$ cat src/rtl/mips_multicycle_control.sv
// Main control FSM for the multicycle MIPS datapath.
// The FSM steps each instruction through fetch, decode, execute, memory and
// writeback, and drives every datapath enable and mux select.
// Outputs are decoded from the state register. The only exceptions are IRwrite
// and PCwrite in FETCH, which also depend on MemReady.
//
//   state     | meaning
//   ----------+---------------------------------------------------------
//   RESET     | held while nReset is low; all outputs 0 (code 0)
//   FETCH     | read instruction at PC; load IR and PC+4 when MemReady
//   DECODE    | precompute branch target into ALUout; branch on opcode
//   R_EXEC    | A op B, with the operation taken from the funct field
//   R_WB      | write ALUout to rd
//   MEM_ADDR  | A + sign-extended imm; split to lw or sw
//   MEM_READ  | data read at ALUout; wait for MemReady
//   MEM_WB    | write MDR to rt
//   MEM_WRITE | data write at ALUout; wait for MemReady
//   BRANCH    | A - B; PC <= ALUout if zero
//   JUMP      | PC <= jump address
//   ADDI_EXEC | A + sign-extended imm
//   ADDI_WB   | write ALUout to rt
//   ILLEGAL   | one-cycle IllegalOp pulse; instruction becomes a NOP
module mips_multicycle_control #(
  parameter int OPW = 6,
  parameter int STW = 4
) (
  input  logic           Clk,
  input  logic           nReset,
  input  logic [OPW-1:0] Opcode,
  input  logic           MemReady,
  output logic           PCwrite,
  output logic           PCwriteCOND,
  output logic [1:0]     PCsource,
  output logic           IorD,
  output logic           MemRead,
  output logic           MemWrite,
  output logic           IRwrite,
  output logic           MemtoReg,
  output logic           RegDst,
  output logic           RegWrite,
  output logic           ALUSrcA,
  output logic [1:0]     ALUSrcB,
  output logic [1:0]     ALUOp,
  output logic           IllegalOp,
  output logic [STW-1:0] State
);

  typedef enum logic [STW-1:0] {
    S_RESET,
    S_FETCH,
    S_DECODE,
    S_R_EXEC,
    S_R_WB,
    S_MEM_ADDR,
    S_MEM_READ,
    S_MEM_WB,
    S_MEM_WRITE,
    S_BRANCH,
    S_JUMP,
    S_ADDI_EXEC,
    S_ADDI_WB,
    S_ILLEGAL
  } state_t;

  localparam logic [OPW-1:0] OP_RTYPE = OPW'(6'b000000);
  localparam logic [OPW-1:0] OP_LW    = OPW'(6'b100011);
  localparam logic [OPW-1:0] OP_SW    = OPW'(6'b101011);
  localparam logic [OPW-1:0] OP_BEQ   = OPW'(6'b000100);
  localparam logic [OPW-1:0] OP_J     = OPW'(6'b000010);
  localparam logic [OPW-1:0] OP_ADDI  = OPW'(6'b001000);

  state_t r_state;
  state_t w_next;

  // State register. Reset drops the FSM to RESET immediately, which in turn
  // clears every output.
  always_ff @(posedge Clk or negedge nReset) begin
    if (!nReset) begin
      r_state <= S_RESET;
    end else begin
      r_state <= w_next;
    end
  end

  // Next-state and output decode. Unused encodings fall to the default branch.
  // That branch returns the FSM to FETCH with all outputs low.
  always_comb begin
    w_next      = S_FETCH;
    PCwrite     = 1'b0;
    PCwriteCOND = 1'b0;
    PCsource    = 2'b00;
    IorD        = 1'b0;
    MemRead     = 1'b0;
    MemWrite    = 1'b0;
    IRwrite     = 1'b0;
    MemtoReg    = 1'b0;
    RegDst      = 1'b0;
    RegWrite    = 1'b0;
    ALUSrcA     = 1'b0;
    ALUSrcB     = 2'b00;
    ALUOp       = 2'b00;
    IllegalOp   = 1'b0;

    case (r_state)
      S_RESET: begin
        w_next = S_FETCH;
      end
      S_FETCH: begin
        MemRead = 1'b1;
        ALUSrcB = 2'b01;
        if (MemReady) begin
          IRwrite = 1'b1;
          PCwrite = 1'b1;
          w_next  = S_DECODE;
        end else begin
          w_next  = S_FETCH;
        end
      end
      S_DECODE: begin
        ALUSrcB = 2'b11;
        case (Opcode)
          OP_RTYPE:     w_next = S_R_EXEC;
          OP_LW, OP_SW: w_next = S_MEM_ADDR;
          OP_BEQ:       w_next = S_BRANCH;
          OP_J:         w_next = S_JUMP;
          OP_ADDI:      w_next = S_ADDI_EXEC;
          default:      w_next = S_ILLEGAL;
        endcase
      end
      S_R_EXEC: begin
        ALUSrcA = 1'b1;
        ALUOp   = 2'b10;
        w_next  = S_R_WB;
      end
      S_R_WB: begin
        RegDst   = 1'b1;
        RegWrite = 1'b1;
        w_next   = S_FETCH;
      end
      S_MEM_ADDR: begin
        ALUSrcA = 1'b1;
        ALUSrcB = 2'b10;
        // An opcode that turned into neither lw nor sw retires as a NOP.
        if (Opcode == OP_LW) begin
          w_next = S_MEM_READ;
        end else if (Opcode == OP_SW) begin
          w_next = S_MEM_WRITE;
        end else begin
          w_next = S_FETCH;
        end
      end
      S_MEM_READ: begin
        MemRead = 1'b1;
        IorD    = 1'b1;
        w_next  = MemReady ? S_MEM_WB : S_MEM_READ;
      end
      S_MEM_WB: begin
        MemtoReg = 1'b1;
        RegWrite = 1'b1;
        w_next   = S_FETCH;
      end
      S_MEM_WRITE: begin
        MemWrite = 1'b1;
        IorD     = 1'b1;
        w_next   = MemReady ? S_FETCH : S_MEM_WRITE;
      end
      S_BRANCH: begin
        ALUSrcA     = 1'b1;
        ALUOp       = 2'b01;
        PCwriteCOND = 1'b1;
        PCsource    = 2'b01;
        w_next      = S_FETCH;
      end
      S_JUMP: begin
        PCwrite  = 1'b1;
        PCsource = 2'b10;
        w_next   = S_FETCH;
      end
      S_ADDI_EXEC: begin
        ALUSrcA = 1'b1;
        ALUSrcB = 2'b10;
        w_next  = S_ADDI_WB;
      end
      S_ADDI_WB: begin
        RegWrite = 1'b1;
        w_next   = S_FETCH;
      end
      S_ILLEGAL: begin
        IllegalOp = 1'b1;
        w_next    = S_FETCH;
      end
      default: begin
        w_next = S_FETCH;
      end
    endcase
  end

  assign State = r_state;

endmodule
$ cat config.mk
export PLATFORM = sky130hd
export DESIGN_NAME = mips_multicycle_control
export DESIGN_NICKNAME = d
export VERILOG_FILES = /design/src/rtl/mips_multicycle_control.sv
export SDC_FILE = /design/constraint.sdc
export NUM_CORES = 1
export LEC_CHECK = 0
export ABC_AREA = 1
export CORE_MARGIN = 3
export CORE_UTILIZATION = 36
export DETAILED_ROUTE_END_ITERATION = 16
export PLACE_DENSITY = 0.76
export SLEW_MARGIN = 20
export SYNTH_ARGS = -nofsm -noshare
export SYNTH_HDL_FRONTEND = slang
export SYNTH_SLANG_ARGS = --single-unit
$ cat constraint.sdc
create_clock -name Clk -period 1.17 [get_ports Clk]
set_input_delay 0.234 -clock Clk [delete_from_list [all_inputs] [get_ports Clk]]
set_output_delay 0.234 -clock Clk [all_outputs]
set_load 0.03 [all_outputs]
==> results of run 1 <==
## cells by family after synthesis
group	share of synthesized area, %
AO/OA/AOI/OAI	6.20
AND/OR/NAND/NOR	57.3
buffers and inverters	14.9
flip-flops	19.9
XOR/XNOR	1.74
## through the flow
step | hold WS (ns) | setup TNS [ns] | worst slack (ns)
floorplan | -0.0616 | -2.70 | -0.236
global placement | 0.439 | -2.70 | -0.311
detailed placement | 0.443 | -3.08 | -0.375
## cells in the mapped netlist, drive strengths merged
cell type,instances,area share [%]
nand3,7,6.9
nor2,27,20
dfrtp,4,20
inv,16,12
o21ai,2,2.0
nor3,4,4.0
nand4,1,1.2
xor2,1,1.7
o22ai,1,1.2
a21oi,3,3.0
and2,1,1.2
buf,2,3.0
nand2,32,24
==> flow_metrics.py, run 1 <==
metrics = {
    "die": {
        "die_h_um": 43.4,
        "row_count": 12,
        "die_w_um": 43.4,
        "start_util_pct": 42.0,
        "io_pins": 30,
    },
    "clock_tree": {
        "cts_num_sinks": 4,
        "cts_resized": 59,
        "hold_buffers": 0,
        "cts_root_buf": "clkbuf_4",
        "cts_max_level": 1,
        "numCtsBuffers": 3,
        "postCtsSetupBuffers": 8,
        "cts_buffer_depth": 2,
    },
    "outcome": {
        "lastStage": "clock tree synthesis (4_1_cts)",
        "status": "stopped before the end",
        "error": "[ERROR DPL-0038] Utilization greater than 100%, impossible to legalize",
    },
    "synthesis": {
        "syn-num-nets": 110,
        "synth_cell_types": 14,
        "synth.avg_cell_area_um2": 4.99,
        "netlist_instances": 101,
        "yosysWarnings": 0,
        "netlist_area_um2": 504,
        "yosysSeqAreaShare_pct": 19.9,
        "synth-seq-cells": 4,
    },
    "placement": {
        "place_congestion": 0.793,
        "hpwl_um": 1530,
        "io_buffers": 29,
        "place_inst": 162,
        "dpl_cell_area_um2": 972,
    },
}
==> run 2: changes to the inputs <==
- CORE_AREA: not set -> 3 3 64 66
- CORE_MARGIN: 3 -> not set
- CORE_UTILIZATION: 36 -> not set
- DIE_AREA: not set -> 0 0 67 69
- PLACE_DENSITY: 0.76 -> not set
- PLACE_DENSITY_LB_ADDON: not set -> 0.15
==> flow_metrics.py, run 2 <==
metrics = {
    "detailed_routing": {
        "first_pass_iters": 4,
        "drcViolationCount": 0,
        "wl_met1_um": 842,
        "vias": 847,
        "vias_per_cell": 3.96,
        "routedWlPerCell_um": 10.0,
        "drtIter0Drc": 35,
        "wl_met3_um": 110,
        "top_layer": "met4",
        "antenna_left": 0,
        "wl_met2_um": 1150,
        "wl_um": 2150,
    },
    "placement": {
        "io_buffers": 29,
        "hpwl_um": 1740,
        "place_congestion": 0.874,
    },
    "synthesis": {
        "muxShareOfSynthArea_pct": 0,
        "synth.top_cells.by_count": "32 x nand2_1, 27 x nor2_1, 15 x inv_1",
        "synth_simple_gate_area_share_pct": 57.3,
        "synth_most_common_cell": "nand2_1",
        "yosysTopAreaCell": "nand2_1",
        "syn-num-nets": 110,
        "synthTopCellsByArea": "nand2_1 24%, nor2_1 20%, dfrtp_1 20%",
        "synth-seq-cells": 4,
        "netlist_instances": 101,
        "netlist_area_um2": 504,
        "ys.flop_type": "dfrtp_1",
        "synth-async-reset-ratio_pct": 100,
        "synth_top_family_by_area": "simple AND/OR/NAND/NOR gates",
        "synth.avg_cell_area_um2": 4.99,
        "yosysSeqAreaShare_pct": 19.9,
        "synthAdderAreaFrac_pct": 0,
        "synth_cell_types": 14,
        "synth_edf_count": 0,
        "yosysWarnings": 0,
        "synth-xor-area-share_pct": 1.74,
        "synthDominantCellAreaShare_pct": 23.8,
        "synth_compound_area_share_pct": 6.20,
    },
    "power_and_ir_drop": {
        "peakVddDrop_uv": 567,
        "comb_power_share_pct": 82.5,
        "pwr-share-seq_pct": 9.8,
        "p_clk_share_pct": 7.7,
        "power_uw": 3750,
        "netSwitchingFraction_pct": 50.6,
        "p_int_uw": 1850,
        "powerDensity_nw_per_um2": 2610,
        "cellLeakagePower_uw": 0.000707,
        "p_sw_uw": 1900,
    },
    "clock_tree": {
        "cts_buffer_depth": 2,
        "path_clk_slew_ns": 0.03,
        "cts_root_buf": "clkbuf_8",
        "cts_num_sinks": 4,
        "cts_max_level": 1,
        "hold_buffers": 0,
        "clk-insertion-delay-late_ns": 0.22,
        "numCtsBuffers": 3,
        "cts_tree": "done",
    },
    "worst_setup_path": {
        "cp.required_ns": 0.94,
        "path_delay_family": "flip-flops",
        "reg2reg_slack_ns": -0.25,
        "cp_max_fo": 5,
        "crit_path_end_kind": "primary output",
        "crit_buf_inv": 2,
        "crit_type": "reg2out",
        "cp_slowest_stage_delay_ns": 0.45,
        "slowest_stage": "dfrtp_2",
        "cp-start-kind": "flip-flop",
        "arrival_ns": 1.31,
        "crit_chain": "buf_4 > nand2_4 > nor2_4 > nor2_4 > o21ai_2 > buf_6",
        "cp_common_cell": "nor2_4",
    },
    "timing": {
        "fin_ws_ns": -0.372,
        "report.final.slew_viol_count": 0,
        "hold_violations": 0,
        "period_share_pct": 132,
        "fin_skew_ns": 0.000475,
        "finalSetupViolCount": 25,
        "post-route-min-period_ns": 1.54,
        "maxSlewHeadroom_pct": 79.6,
        "fmax_ghz": 0.648,
        "grt_setup_unrepaired": "true",
        "worstMarginPinSlew_ns": 0.305,
    },
    "flow_run": {
        "drv_cap": 0,
    },
    "global_route": {
        "antenna_found_initial": 0,
        "grt-ovfl-total": 0,
        "grt_max_degree": 6,
        "grt_usage_pct": 9.91,
        "first_global_vias": 826,
        "grt_pass1_wl_um": 3610,
    },
    "hold_path": {
        "hp-class": "in2async",
    },
    "die": {
        "start_util_pct": 13.9,
        "row_count": 22,
        "dieArea_um2": 4620,
        "die_h_um": 69,
        "io_pins": 30,
        "die_w_um": 67,
        "core_area_um2": 3630,
    },
    "cells_and_area": {
        "fill_cells": 378,
        "fin_util_pct": 39.5,
        "nNetsFinal": 177,
        "area_delta_synth_final_pct": 184,
        "largest_register_ffs": 4,
        "drive_gt1_share_pct": 66.3,
        "final_cell_mix": "28 x buf_6, 28 x buf_4, 21 x nand2_1",
        "insertedDiodeCount": 0,
    },
    "outcome": {
        "status": "complete, but fails checks",
        "violations": "negative setup slack",
    },
}
## run 2: power by group through the flow
stage                     logic (uW)  clock network, uW  registers, uW
final                           3090                287            368
after floorplan                 1170                  0            418
after global placement          2280                  0            310
after CTS                       2910                296            338
after detailed placement        2270                  0            311
after global routing            3300                310            386
## run 2: layout make-up
| type | count | area [um2] | share of cell area (%) |
|---|---|---|---|
| repair buffers | 64 | 604 | 42.1 |
| clock buffers | 3 | 41.3 | 2.88 |
| well taps | 48 | 60.1 | 4.19 |
| flip-flops and latches | 4 | 105 | 7.33 |
| inverters | 16 | 70.1 | 4.89 |
| multi-input cells | 79 | 553 | 38.6 |
## run 2: logic make-up after synthesis
group / Yosys count
DFF: 4
AOI/OAI and AO/OA: 6
and+or+nand+nor: 72
xor gates and xnor gates: 1
buffers and inverters: 18
## run 2: what timing repair did
| item | CTS | global route |
|---|---|---|
| pin swaps | 17 | 11 |
| gates resized for setup | 64 | 13 |
| endpoints found under the setup margin | 24 | 25 |
| setup buffers | 9 | 3 |
## run 2: worst paths after layout
| path | startpoint | to | depth (start not counted) |
|---|---|---|---|
| min in group Clk | Opcode[4] | State[0] | 5 |
| min reg2reg | State[2] | State[2] | 3 |
| min | nReset | State[3] | 1 |
| max in group asynchronous | nReset | State[1] | 1 |
| max reg2reg | State[2] | State[0] | 8 |
| max | State[2] | ALUSrcB[1] | 6 |
## run 2: per-stage QoR
| step | TNS [ns] | hold WS (ns) | instances | setup WS (ns) | instance area [um2] |
|---|---|---|---|---|---|
| after floorplan | -2.70 | -0.0616 | 101 | -0.236 | 582 |
| after global placement | -3.13 | 0.447 | 200 | -0.352 | 1040 |
| after detailed placement | -3.11 | 0.455 | 200 | -0.365 | 1040 |
| after CTS | -5.65 | 0.227 | 211 | -0.345 | 1360 |
| after global routing | -7.46 | 0.236 | 214 | -0.419 | 1430 |
| final | -6.02 | 0.220 | 214 | -0.372 | 1430 |
## run 2: routing by layer
metal	global-route usage, %	up-vias
met2	17.2	24
met5	0	-
li1	-	442
met1	11.1	375
met3	0.977	6
met4	6.08	0
Power figures use the tool's default switching activity.
==> run 3: changes to the inputs <==
- clock period: 1.17 -> 1.9 ns (I/O delays scaled with it)
==> flow_metrics.py, run 3 (synthesis gave the netlist of run 2 again) <==
metrics = {
    "outcome": {
        "status": "completed",
    },
    "detailed_routing": {
        "drtIter0Drc": 17,
        "wl_um": 1800,
        "vias_per_cell": 3.84,
        "first_pass_iters": 6,
        "routedWlPerCell_um": 9.68,
        "drcViolationCount": 0,
        "antenna_left": 0,
        "vias": 715,
    },
    "clock_tree": {
        "numCtsBuffers": 3,
        "cts_num_sinks": 4,
        "cts_max_level": 1,
        "cts_root_buf": "clkbuf_8",
        "cts_buffer_depth": 2,
        "path_clk_slew_ns": 0.03,
        "postCtsSetupBuffers": 0,
        "cts_tree": "done",
        "clk-insertion-delay-late_ns": 0.21,
    },
    "cells_and_area": {
        "fill_cells": 428,
        "largest_register_ffs": 4,
        "insertedDiodeCount": 0,
        "final_cell_mix": "32 x nand2_1, 22 x nor2_1, 19 x buf_4",
        "fin_util_pct": 25.2,
        "multi_input_area_um2": 347,
        "area_delta_synth_final_pct": 81.4,
        "fin_cells": 186,
        "final_cell_area_um2": 915,
        "nNetsFinal": 149,
        "layout_commonest_cell": "nand2_1",
        "seq_area_um2": 100,
        "drive_gt1_share_pct": 21.0,
    },
    "placement": {
        "dpl_cell_area_um2": 867,
        "place_inst": 183,
        "io_buffers": 29,
        "place_congestion": 0.802,
        "hpwl_um": 1570,
    },
    "worst_setup_path": {
        "cp_common_cell": "buf_4",
        "path_delay_family": "buffers and inverters",
        "cp-start-kind": "flip-flop",
        "crit_buf_inv": 3,
        "cp_slowest_stage_delay_ns": 0.39,
        "arrival_ns": 1.45,
        "r2r_start": "State[3]",
        "crit_type": "reg2out",
        "cp.required_ns": 1.52,
        "worst_r2r_endpoint": "State[1]",
        "rr_worst_depth": 8,
        "slowest_stage": "dfrtp_1",
        "crit_path_end_kind": "primary output",
        "reg2reg_slack_ns": 0.57,
        "crit_chain": "buf_4 > nand2_1 > buf_4 > nor2_1 > nor2_2 > o21ai_1 > buf_4",
        "cp_max_fo": 4,
    },
    "timing": {
        "hold_violations": 0,
        "worstMarginPinSlew_ns": 0.313,
        "grt_setup_unrepaired": "false",
        "period_share_pct": 96.2,
        "post-route-min-period_ns": 1.83,
        "finalSetupViolCount": 0,
        "tns_ns": 0,
        "fin_skew_ns": 0.000540,
        "maxSlewHeadroom_pct": 79.0,
        "fmax_ghz": 0.547,
        "report.final.slew_viol_count": 0,
    },
    "global_route": {
        "first_global_vias": 669,
        "grt_usage_pct": 7.40,
        "grt_max_degree": 7,
        "grt-ovfl-total": 0,
        "grt_pass1_wl_um": 2770,
        "antenna_found_initial": 0,
    },
    "power_and_ir_drop": {
        "comb_power_share_pct": 77.6,
        "netSwitchingFraction_pct": 54.5,
        "powerDensity_nw_per_um2": 1650,
        "power_uw": 1510,
        "pwr-share-seq_pct": 10.8,
        "p_sw_uw": 821,
        "p_int_uw": 686,
        "p_clk_share_pct": 11.6,
        "cellLeakagePower_uw": 0.000508,
        "peakVddDrop_uv": 262,
    },
    "hold_path": {
        "hp-class": "in2async",
    },
    "die": {
        "dieArea_um2": 4620,
        "start_util_pct": 13.9,
        "die_w_um": 67,
        "row_count": 22,
        "die_h_um": 69,
        "core_area_um2": 3630,
        "io_pins": 30,
    },
    "flow_run": {
        "drv_cap": 0,
    },
}
## run 3: worst max path at each step
stage | from | endpoint | slack, ns | cells after the start
floorplan | State[2] | PCwrite | 0.02 | 3
global placement | State[3] | RegWrite | 0.11 | 4
detailed placement | State[0] | RegWrite | 0.09 | 4
CTS | State[3] | ALUSrcA | 0.009 | 7
global route | State[1] | ALUSrcB[1] | 0.002 | 6
finish | State[3] | ALUSrcB[1] | 0.07 | 7
## run 3: through the flow
stage	hold slack [ns]	setup WS [ns]
2_1_floorplan	0.0844	0.0219
3_3_place_gp	0.591	0.109
3_5_place_dp	0.592	0.0938
4_1_cts	0.366	0.00894
5_1_grt	0.381	0.00170
6_report	0.367	0.0714
## run 3: what timing repair did
action / 4_1_cts / 5_1_grt
cloned: 0 / 0
setup endpoints to repair: 5 / 5
hold buffers: 0 / 0
gates resized for setup: 5 / 5
## run 3: power by group through the flow
| stage | combinational (uW) | sequential [uW] | clock, uW |
|---|---|---|---|
| after CTS | 1160 | 162 | 179 |
| final | 1170 | 163 | 174 |
| after global placement | 1180 | 162 | 0 |
| after global routing | 1260 | 169 | 191 |
| after detailed placement | 1160 | 163 | 0 |
| after floorplan | 615 | 235 | 0 |
## run 3: per-layer routing
layer  global-route usage, %  vias to the layer above  share of wire, %
met2                    11.9                       31                46
met4                    3.83                        0               1.7
li1                        -                      384                 -
met1                    9.48                      296                45
met3                   0.814                        4               7.0
met5                       0                        -                 0
## run 3: worst register-to-register path: cells and delay by family (launching register included)
family,cells,cell delay (ns)
buffers and inverters,3,0.29
flip-flops,1,0.39
AND/OR/NAND/NOR,5,0.57
## run 3: cell type report
class                           count  share of cell area, %
Clock buffer                        3                   4.51
Inverter                           16                   6.57
Multi-Input combinational cell     79                   37.9
Sequential cell                     4                   10.9
Tap cell                           48                   6.57
Timing Repair Buffer               36                   33.5
